[src/rtl/fpu_pkg.sv]
// Shared definitions for the fixed-point unit issue path: opcodes,
// response error codes, issuer FSM states and the opcode legality check.
package fpu_pkg;

  localparam logic [3:0] FPU_OP_ADD   = 4'b0000;
  localparam logic [3:0] FPU_OP_SUB   = 4'b0001;
  localparam logic [3:0] FPU_OP_MUL   = 4'b0010;
  localparam logic [3:0] FPU_OP_DIV   = 4'b0011;
  localparam logic [3:0] FPU_OP_SGNJ  = 4'b0100;
  localparam logic [3:0] FPU_OP_SGNJN = 4'b0101;
  localparam logic [3:0] FPU_OP_SGNJX = 4'b0110;
  localparam logic [3:0] FPU_OP_EQ    = 4'b1001;
  localparam logic [3:0] FPU_OP_LT    = 4'b1010;
  localparam logic [3:0] FPU_OP_LE    = 4'b1011;
  localparam logic [3:0] FPU_OP_MIN   = 4'b1100;
  localparam logic [3:0] FPU_OP_MAX   = 4'b1101;

  localparam logic [1:0] ERR_OK      = 2'b00;
  localparam logic [1:0] ERR_INVOP   = 2'b01;
  localparam logic [1:0] ERR_TIMEOUT = 2'b10;

  typedef enum logic [2:0] {
    ST_IDLE       = 3'd0,
    ST_EXEC       = 3'd1,
    ST_DIV_LAUNCH = 3'd2,
    ST_DIV_WAIT   = 3'd3,
    ST_RESP       = 3'd4
  } fpu_state_e;

  // True for every opcode the unit implements; unused codes are rejected
  // before anything is driven to the unit.
  function automatic logic fpu_op_valid(input logic [3:0] op);
    logic ok;
    case (op)
      FPU_OP_ADD, FPU_OP_SUB, FPU_OP_MUL, FPU_OP_DIV,
      FPU_OP_SGNJ, FPU_OP_SGNJN, FPU_OP_SGNJX,
      FPU_OP_EQ, FPU_OP_LT, FPU_OP_LE, FPU_OP_MIN, FPU_OP_MAX: ok = 1'b1;
      default: ok = 1'b0;
    endcase
    return ok;
  endfunction

endpackage

[src/rtl/fpu_issuer_if.sv]
// Bundle of the request handshake, response handshake and unit-side bus.
// master = the issuer, slave = the core/unit environment around it.
interface fpu_issuer_if #(parameter int TAG_W = 5);
  logic             req_valid;
  logic             req_ready;
  logic [3:0]       req_op;
  logic [63:0]      req_a;
  logic [63:0]      req_b;
  logic [TAG_W-1:0] req_tag;
  logic             rsp_valid;
  logic             rsp_ready;
  logic [63:0]      rsp_data;
  logic [TAG_W-1:0] rsp_tag;
  logic [1:0]       rsp_err;
  logic [3:0]       fpu_op;
  logic [63:0]      fpu_a;
  logic [63:0]      fpu_b;
  logic             fpu_busy;
  logic [63:0]      fpu_res;

  modport master (
    input  req_valid, req_op, req_a, req_b, req_tag, rsp_ready, fpu_busy, fpu_res,
    output req_ready, rsp_valid, rsp_data, rsp_tag, rsp_err, fpu_op, fpu_a, fpu_b
  );

  modport slave (
    output req_valid, req_op, req_a, req_b, req_tag, rsp_ready, fpu_busy, fpu_res,
    input  req_ready, rsp_valid, rsp_data, rsp_tag, rsp_err, fpu_op, fpu_a, fpu_b
  );
endinterface

[src/rtl/fpu_issuer.sv]
// Issues one operation at a time to the fixed-point unit, holds the operands
// for multi-cycle divides, and returns the captured result with its tag.
module fpu_issuer
  import fpu_pkg::*;
#(
  parameter int         TAG_W       = 5,
  parameter int         DIV_TIMEOUT = 128,
  parameter logic [3:0] IDLE_OP     = 4'b0000
) (
  input logic          clk,
  input logic          reset,
  fpu_issuer_if.master bus
);

  localparam int CNT_W = (DIV_TIMEOUT > 1) ? $clog2(DIV_TIMEOUT) : 1;
  localparam logic [CNT_W-1:0] CNT_LAST = CNT_W'(DIV_TIMEOUT - 1);

  fpu_state_e       state_r, state_s;
  logic [CNT_W-1:0] cnt_r, cnt_s;
  logic [3:0]       op_r, op_s;
  logic [63:0]      a_r, a_s, b_r, b_s;
  logic             rsp_valid_r;
  logic [63:0]      rsp_data_r, rsp_data_s;
  logic [TAG_W-1:0] rsp_tag_r, rsp_tag_s;
  logic [1:0]       rsp_err_r, rsp_err_s;
  logic [3:0]       fpu_op_r, fpu_op_s;
  logic [63:0]      fpu_a_r, fpu_a_s, fpu_b_r, fpu_b_s;
  logic             req_ready_s, accept_s, drive_s;

  // Reset is folded in so nothing is accepted in the reset cycle itself.
  assign req_ready_s = !reset && (state_r == ST_IDLE) && !bus.fpu_busy;
  assign accept_s    = bus.req_valid && req_ready_s;

  assign bus.req_ready = req_ready_s;
  assign bus.rsp_valid = rsp_valid_r;
  assign bus.rsp_data  = rsp_data_r;
  assign bus.rsp_tag   = rsp_tag_r;
  assign bus.rsp_err   = rsp_err_r;
  assign bus.fpu_op    = fpu_op_r;
  assign bus.fpu_a     = fpu_a_r;
  assign bus.fpu_b     = fpu_b_r;

  // Next state, latched request, response payload and next unit drive.
  always_comb begin
    state_s    = state_r;
    cnt_s      = cnt_r;
    op_s       = op_r;
    a_s        = a_r;
    b_s        = b_r;
    rsp_data_s = rsp_data_r;
    rsp_tag_s  = rsp_tag_r;
    rsp_err_s  = rsp_err_r;
    case (state_r)
      ST_IDLE: begin
        if (accept_s) begin
          op_s      = bus.req_op;
          a_s       = bus.req_a;
          b_s       = bus.req_b;
          rsp_tag_s = bus.req_tag;
          if (!fpu_op_valid(bus.req_op)) begin
            rsp_data_s = 64'd0;
            rsp_err_s  = ERR_INVOP;
            state_s    = ST_RESP;
          end else if (bus.req_op == FPU_OP_DIV) begin
            state_s = ST_DIV_LAUNCH;
          end else begin
            state_s = ST_EXEC;
          end
        end else begin
          state_s = ST_IDLE;
        end
      end
      ST_EXEC: begin
        rsp_data_s = bus.fpu_res;
        rsp_err_s  = ERR_OK;
        state_s    = ST_RESP;
      end
      ST_DIV_LAUNCH: begin
        cnt_s   = {CNT_W{1'b0}};
        state_s = ST_DIV_WAIT;
      end
      ST_DIV_WAIT: begin
        // Completion wins over timeout when both land in the same cycle.
        if (!bus.fpu_busy) begin
          rsp_data_s = bus.fpu_res;
          rsp_err_s  = ERR_OK;
          state_s    = ST_RESP;
        end else if (cnt_r == CNT_LAST) begin
          rsp_data_s = 64'd0;
          rsp_err_s  = ERR_TIMEOUT;
          state_s    = ST_RESP;
        end else begin
          cnt_s = cnt_r + CNT_W'(1);
        end
      end
      ST_RESP: begin
        if (bus.rsp_ready) begin
          state_s = ST_IDLE;
        end else begin
          state_s = ST_RESP;
        end
      end
      default: begin
        state_s = ST_IDLE;
      end
    endcase
    // The unit only sees the request while it is actually executing.
    drive_s = (state_s == ST_EXEC) || (state_s == ST_DIV_LAUNCH) || (state_s == ST_DIV_WAIT);
    if (drive_s) begin
      fpu_op_s = op_s;
      fpu_a_s  = a_s;
      fpu_b_s  = b_s;
    end else begin
      fpu_op_s = IDLE_OP;
      fpu_a_s  = 64'd0;
      fpu_b_s  = 64'd0;
    end
  end

  // State, request latches and registered outputs.
  always_ff @(posedge clk) begin
    if (reset) begin
      state_r     <= ST_IDLE;
      cnt_r       <= {CNT_W{1'b0}};
      op_r        <= IDLE_OP;
      a_r         <= 64'd0;
      b_r         <= 64'd0;
      rsp_valid_r <= 1'b0;
      rsp_data_r  <= 64'd0;
      rsp_tag_r   <= {TAG_W{1'b0}};
      rsp_err_r   <= ERR_OK;
      fpu_op_r    <= IDLE_OP;
      fpu_a_r     <= 64'd0;
      fpu_b_r     <= 64'd0;
    end else begin
      state_r     <= state_s;
      cnt_r       <= cnt_s;
      op_r        <= op_s;
      a_r         <= a_s;
      b_r         <= b_s;
      rsp_valid_r <= (state_s == ST_RESP);
      rsp_data_r  <= rsp_data_s;
      rsp_tag_r   <= rsp_tag_s;
      rsp_err_r   <= rsp_err_s;
      fpu_op_r    <= fpu_op_s;
      fpu_a_r     <= fpu_a_s;
      fpu_b_r     <= fpu_b_s;
    end
  end

endmodule

[src/flat_wrapper.sv]
// flat-port wrapper written by rule: the top's interface ports become plain ports
module fpu_issuer_flat import fpu_pkg::*;
#(
  parameter int         TAG_W       = 5,
  parameter int         DIV_TIMEOUT = 128,
  parameter logic [3:0] IDLE_OP     = 4'b0000
)
  (clk, reset, bus_req_valid, bus_req_op, bus_req_a, bus_req_b, bus_req_tag, bus_rsp_ready, bus_fpu_busy, bus_fpu_res, bus_req_ready, bus_rsp_valid, bus_rsp_data, bus_rsp_tag, bus_rsp_err, bus_fpu_op, bus_fpu_a, bus_fpu_b);
  fpu_issuer_if #(.TAG_W(TAG_W)) bus_i ();
  input logic clk;
  input logic reset;
  input wire logic [$bits(bus_i.req_valid)-1:0] bus_req_valid;
  input wire logic [$bits(bus_i.req_op)-1:0] bus_req_op;
  input wire logic [$bits(bus_i.req_a)-1:0] bus_req_a;
  input wire logic [$bits(bus_i.req_b)-1:0] bus_req_b;
  input wire logic [$bits(bus_i.req_tag)-1:0] bus_req_tag;
  input wire logic [$bits(bus_i.rsp_ready)-1:0] bus_rsp_ready;
  input wire logic [$bits(bus_i.fpu_busy)-1:0] bus_fpu_busy;
  input wire logic [$bits(bus_i.fpu_res)-1:0] bus_fpu_res;
  output wire logic [$bits(bus_i.req_ready)-1:0] bus_req_ready;
  output wire logic [$bits(bus_i.rsp_valid)-1:0] bus_rsp_valid;
  output wire logic [$bits(bus_i.rsp_data)-1:0] bus_rsp_data;
  output wire logic [$bits(bus_i.rsp_tag)-1:0] bus_rsp_tag;
  output wire logic [$bits(bus_i.rsp_err)-1:0] bus_rsp_err;
  output wire logic [$bits(bus_i.fpu_op)-1:0] bus_fpu_op;
  output wire logic [$bits(bus_i.fpu_a)-1:0] bus_fpu_a;
  output wire logic [$bits(bus_i.fpu_b)-1:0] bus_fpu_b;
  assign bus_i.req_valid = bus_req_valid;
  assign bus_i.req_op = bus_req_op;
  assign bus_i.req_a = bus_req_a;
  assign bus_i.req_b = bus_req_b;
  assign bus_i.req_tag = bus_req_tag;
  assign bus_i.rsp_ready = bus_rsp_ready;
  assign bus_i.fpu_busy = bus_fpu_busy;
  assign bus_i.fpu_res = bus_fpu_res;
  assign bus_req_ready = bus_i.req_ready;
  assign bus_rsp_valid = bus_i.rsp_valid;
  assign bus_rsp_data = bus_i.rsp_data;
  assign bus_rsp_tag = bus_i.rsp_tag;
  assign bus_rsp_err = bus_i.rsp_err;
  assign bus_fpu_op = bus_i.fpu_op;
  assign bus_fpu_a = bus_i.fpu_a;
  assign bus_fpu_b = bus_i.fpu_b;
  fpu_issuer #(.TAG_W(TAG_W), .DIV_TIMEOUT(DIV_TIMEOUT), .IDLE_OP(IDLE_OP)) u_core (.clk(clk), .reset(reset), .bus(bus_i));
endmodule
[config.mk]
export PLATFORM = sky130hd
export DESIGN_NAME = fpu_issuer_flat
export DESIGN_NICKNAME = d
export VERILOG_FILES = /design/src/rtl/fpu_pkg.sv /design/src/rtl/fpu_issuer_if.sv /design/src/rtl/fpu_issuer.sv /design/src/flat_wrapper.sv
export SDC_FILE = /design/constraint.sdc
export NUM_CORES = 1
export LEC_CHECK = 0
export CORE_UTILIZATION = 42
export CTS_BUF_LIST = sky130_fd_sc_hd__clkbuf_2 sky130_fd_sc_hd__clkbuf_4 sky130_fd_sc_hd__clkbuf_8
export DETAILED_ROUTE_END_ITERATION = 6
export PLACE_DENSITY_LB_ADDON = 0.25
export RECOVER_POWER = 50
export SLEW_MARGIN = 20
export SYNTH_ARGS = -nofsm -noshare
export SYNTH_HDL_FRONTEND = slang
export SYNTH_SLANG_ARGS = --single-unit
[constraint.sdc]
create_clock -name clk -period 2 [get_ports clk]
set_clock_uncertainty 0.15 [all_clocks]
set_input_delay 0.2 -clock clk [delete_from_list [all_inputs] [get_ports clk]]
set_output_delay 0.2 -clock clk [all_outputs]
set_load 0.01 [all_outputs]
==> impl_metrics.tcl, run 1 <==
set metrics [dict create \
    synth_top_family_by_area "compound AO/OA/AOI/OAI gates" \
    netlist_instances 1133 \
    post_drt_wl_per_cell_um 18.6 \
    synthFlopType "dfxtp_1" \
    synth_compound_area_frac 0.239 \
    place.gp.congestion 0.792 \
    holdWs_ps 38.5 \
    cts_buffers 54 \
    crit_required_ps 2300 \
    core_area_um2 27000 \
    synth_fa_ha_area_frac 0.00109 \
    period_share 1.01 \
    rows 60 \
    ys_top_cells_by_area "dfxtp_1 (60%), nand2_1 (9.3%), a221oi_1 (8.7%), a21oi_1 (6.1%), a32o_1 (5.6%)" \
    first_pass_iters 6 \
    totalWireLength_mm 36.4 \
    netlist_area_um2 11500 \
    rsz0062_at_grt "yes" \
    viasPerCell 5.43 \
    peakVddDrop_uv 631 \
    ys_warn_count 0 \
    floorplan.initialDensity 0.427 \
    internal-power_mw 11.3 \
    violations "negative setup slack" \
    synth_top_area_share 0.602 \
    ys_types 40 \
    min_period_ps 2020 \
    wl_met1_mm 14.8 \
    reg2reg_depth 7 \
    antenna_found_initial 1 \
    htreeDepth 2 \
    async_flop_share 0 \
    grt-ovfl-total 0 \
    design_area_um2 18500 \
    cts.hold.buffers_added 0 \
    insertion_delay_ps 570 \
    fillCellCount 2013 \
    grt_pass1_wl_mm 52.9 \
    top_layer "met5" \
    hold_viol 0 \
    power.switching_mw 3.37 \
    hp-class "primary input to flip-flop" \
    postRouteAntennaNets 0 \
    num_vias 10600 \
    nets 1786 \
    wl_met2_mm 17.6 \
    ys_seq_area_frac 0.602 \
    slew_headroom 0.383 \
    slowest_delay_ps 400 \
    fp.dieH_um 168 \
    end_kind "flip-flop" \
    synthTopCellsByCount "dfxtp_1 (346), nand2_1 (286), a21oi_1 (141)" \
    synth_enable_flop_cells 0 \
    crit_chain "or3_4, nor2_4, buf_6, a211oi_4, buf_12, buf_12, a221oi_1" \
    setup_viol 10 \
    clock_sinks 346 \
    dpl_cell_area_um2 16400 \
    synth_area_leader_cell "dfxtp_1" \
    yosysMostFrequentCell "dfxtp_1" \
    muxShareOfSynthArea 0.00446 \
    die-area_um2 28100 \
    clk_pin_slew_ps 60 \
    remaining_drc_errors 0 \
    wl_met3_mm 3.08 \
    pre_cts_ws_ps -414 \
    critPathSlowestCell "or3_4" \
    holdPathEnd "u_core.bus.rsp_tag[1]$_SDFFE_PP0P_" \
    maxSlewViolCount 0 \
    max_cap_violations 0 \
    p_comb_frac 0.088 \
    area_delta_synth_final_pct 60.3 \
    pwr-share-clk 0.430 \
    pwr_density_cell_nw_per_um2 794 \
    drtIter0Drc 730 \
    critPathTopFamily "simple AND/OR/NAND/NOR gates" \
    grt.total_usage 0.233 \
    r2r_slack_ps -20 \
    hold_path_depth 3 \
    ios 411 \
    worstPathArrival_ps 2320 \
    fin_setup_tns_ps -65.6 \
    postLayoutSetupSlackWorst_ps -21.4 \
    cp-start-kind "flip-flop" \
    grt_pass1_vias 9869 \
    crit_type "flip-flop to flip-flop" \
    p_leak_nw 6.48 \
    hp-start "bus_req_tag[1]" \
    clockBufferDepth 3 \
    grt_max_degree 170 \
    synth_xor_area_frac 0 \
    tightest_slew_ps 926 \
    crit_path_max_fanout 20 \
    seq_power_share 0.483 \
    numPortBuffers 410 \
    hpwl_mm 22.4 \
    critPathMostFrequentCell "buf_12" \
    r2r-start "u_core.state_r[2]$_SDFF_PP0_" \
    switching_share 0.230 \
    outcome "finished, violations left" \
    crit_start "u_core.state_r[2]$_SDFF_PP0_" \
    synth.avg_cell_area_um2 10.2 \
    layout-drive-gt1-share 0.180 \
    die-width_um 168 \
    regToRegEndpoint "u_core.bus.fpu_a[26]$_SDFF_PP0_" \
    cts_tree "done" \
    syn_nets 1340 \
    ys_seq_elements 346 \
    power.total_mw 14.7 \
    cp.buffers_inverters 3 \
    clockRootBuffer "clkbuf_8" \
    fmax_ghz 0.495 \
    synth-simple-area-share 0.110 \
    num_antenna_cells 0 \
]
[how the worst max path moves through the flow]
| stage | slack, ps | depth (start not counted) | to |
|---|---|---|---|
| 2_1_floorplan | -40 | 7 | u_core.bus.fpu_a[3]$_SDFF_PP0_ |
| 3_3_place_gp | -360 | 6 | u_core.bus.rsp_data[18]$_SDFFE_PP0P_ |
| 3_5_place_dp | -410 | 7 | u_core.bus.fpu_a[23]$_SDFF_PP0_ |
| 4_1_cts | -40 | 4 | bus_req_ready |
| 5_1_grt | -120 | 7 | u_core.bus.fpu_a[26]$_SDFF_PP0_ |
| 6_report | -20 | 7 | u_core.bus.fpu_a[26]$_SDFF_PP0_ |
[metrics by stage]
step | util | cells
after floorplan | - | 1133
after global placement | 0.608 | 1844
after detailed placement | 0.608 | 1844
after CTS | 0.652 | 1940
after global routing | 0.685 | 1960
final | 0.685 | 1960
[power groups by stage]
stage / sequential, mW / clock (mW) / combinational, mW
finish: 7.07 / 6.30 / 1.28
floorplan: 7.24 / 0 / 0.427
global route: 7.08 / 6.74 / 1.37
detailed placement: 7.22 / 0 / 1.15
global placement: 7.22 / 0 / 1.14
CTS: 7.07 / 6.40 / 1.16
[state kept, by name, summed over array words and instances, names as in the netlist]
name,count
u_core.bus.fpu_op,4
u_core.bus.fpu_a,64
u_core.bus.rsp_tag,5
u_core.bus.rsp_data,64
u_core.b_r,64
u_core.bus.rsp_err,2
u_core.bus.rsp_valid,1
u_core.state_r,3
u_core.a_r,64
u_core.cnt_r,7
u_core.bus.fpu_b,64
u_core.op_r,4
[area by class of cell]
type	instances	area, um2	area share
timing repair buffer	500	5280	0.286
multi-input combinational	673	4620	0.250
inverter	4	15.0	0.000814
clock buffer	85	1090	0.0590
clock inverter	11	87.6	0.00475
sequential	346	6930	0.376
tap	341	427	0.0231
[cells by family (layout without fill, tap and decap cells)]
| logic type | after synthesis | count (layout) |
|---|---|---|
| compound gates | 352 | 352 |
| fa+ha+maj | 1 | 1 |
| buf+inv | 114 | 600 |
| flops | 346 | 346 |
| mux | 5 | 5 |
| simple gates | 315 | 315 |
[tightest hold or removal path: stages]
cell             delay (ps)
clkdlybuf4s50_1         400
nand2_1                  50
a21oi_1                  50
[layout by cell type (no fill, tap or decap), types with 2 or more instances in the layout]
cell | Yosys | final
clkdlybuf4s50_1 | 0 | 408
dfxtp_1 | 346 | 344
nand2_1 | 286 | 286
a21oi_1 | 141 | 141
a221oi_2 | 20 | 80
clkbuf_8 | 0 | 74
a32o_1 | 64 | 64
a221oi_1 | 114 | 47
buf_4 | 4 | 42
buf_12 | 0 | 22
clkbuf_4 | 0 | 14
buf_6 | 4 | 14
clkbuf_16 | 0 | 8
a221oi_4 | 0 | 7
clkinv_2 | 0 | 7
nand3_1 | 6 | 5
nor2_1 | 5 | 5
mux2i_1 | 4 | 4
inv_1 | 4 | 3
o211ai_1 | 3 | 3
or3_1 | 3 | 3
clkinvlp_4 | 0 | 3
and3_1 | 3 | 2
[metal layers]
| metal | vias up | global-route usage |
|---|---|---|
| met2 | 377 | 0.380 |
| li1 | 5059 | - |
| met5 | - | 0 |
| met3 | 65 | 0.0813 |
| met4 | 2 | 0.0738 |
| met1 | 5137 | 0.287 |
[what timing repair did]
action	in CTS	in global routing
pin swaps	0	6
endpoints found under the hold margin	0	0
gates cloned	0	11
gates resized for setup	7	110
setup buffers	0	9
endpoints found under the setup margin	2	200
(Power assumes the default switching activity.)
==> inputs of run 2 (changes only) <==
--- a/config.mk
+++ b/config.mk
@@ -5,6 +5,7 @@
 export SDC_FILE = /design/constraint.sdc
 export NUM_CORES = 1
 export LEC_CHECK = 0
+export ABC_CLOCK_PERIOD_IN_PS = 2000
 export CORE_UTILIZATION = 42
 export CTS_BUF_LIST = sky130_fd_sc_hd__clkbuf_2 sky130_fd_sc_hd__clkbuf_4 sky130_fd_sc_hd__clkbuf_8
 export DETAILED_ROUTE_END_ITERATION = 6
==> results of run 2 <==
The final DEF is identical to that of run 1; final timing and power are the same.
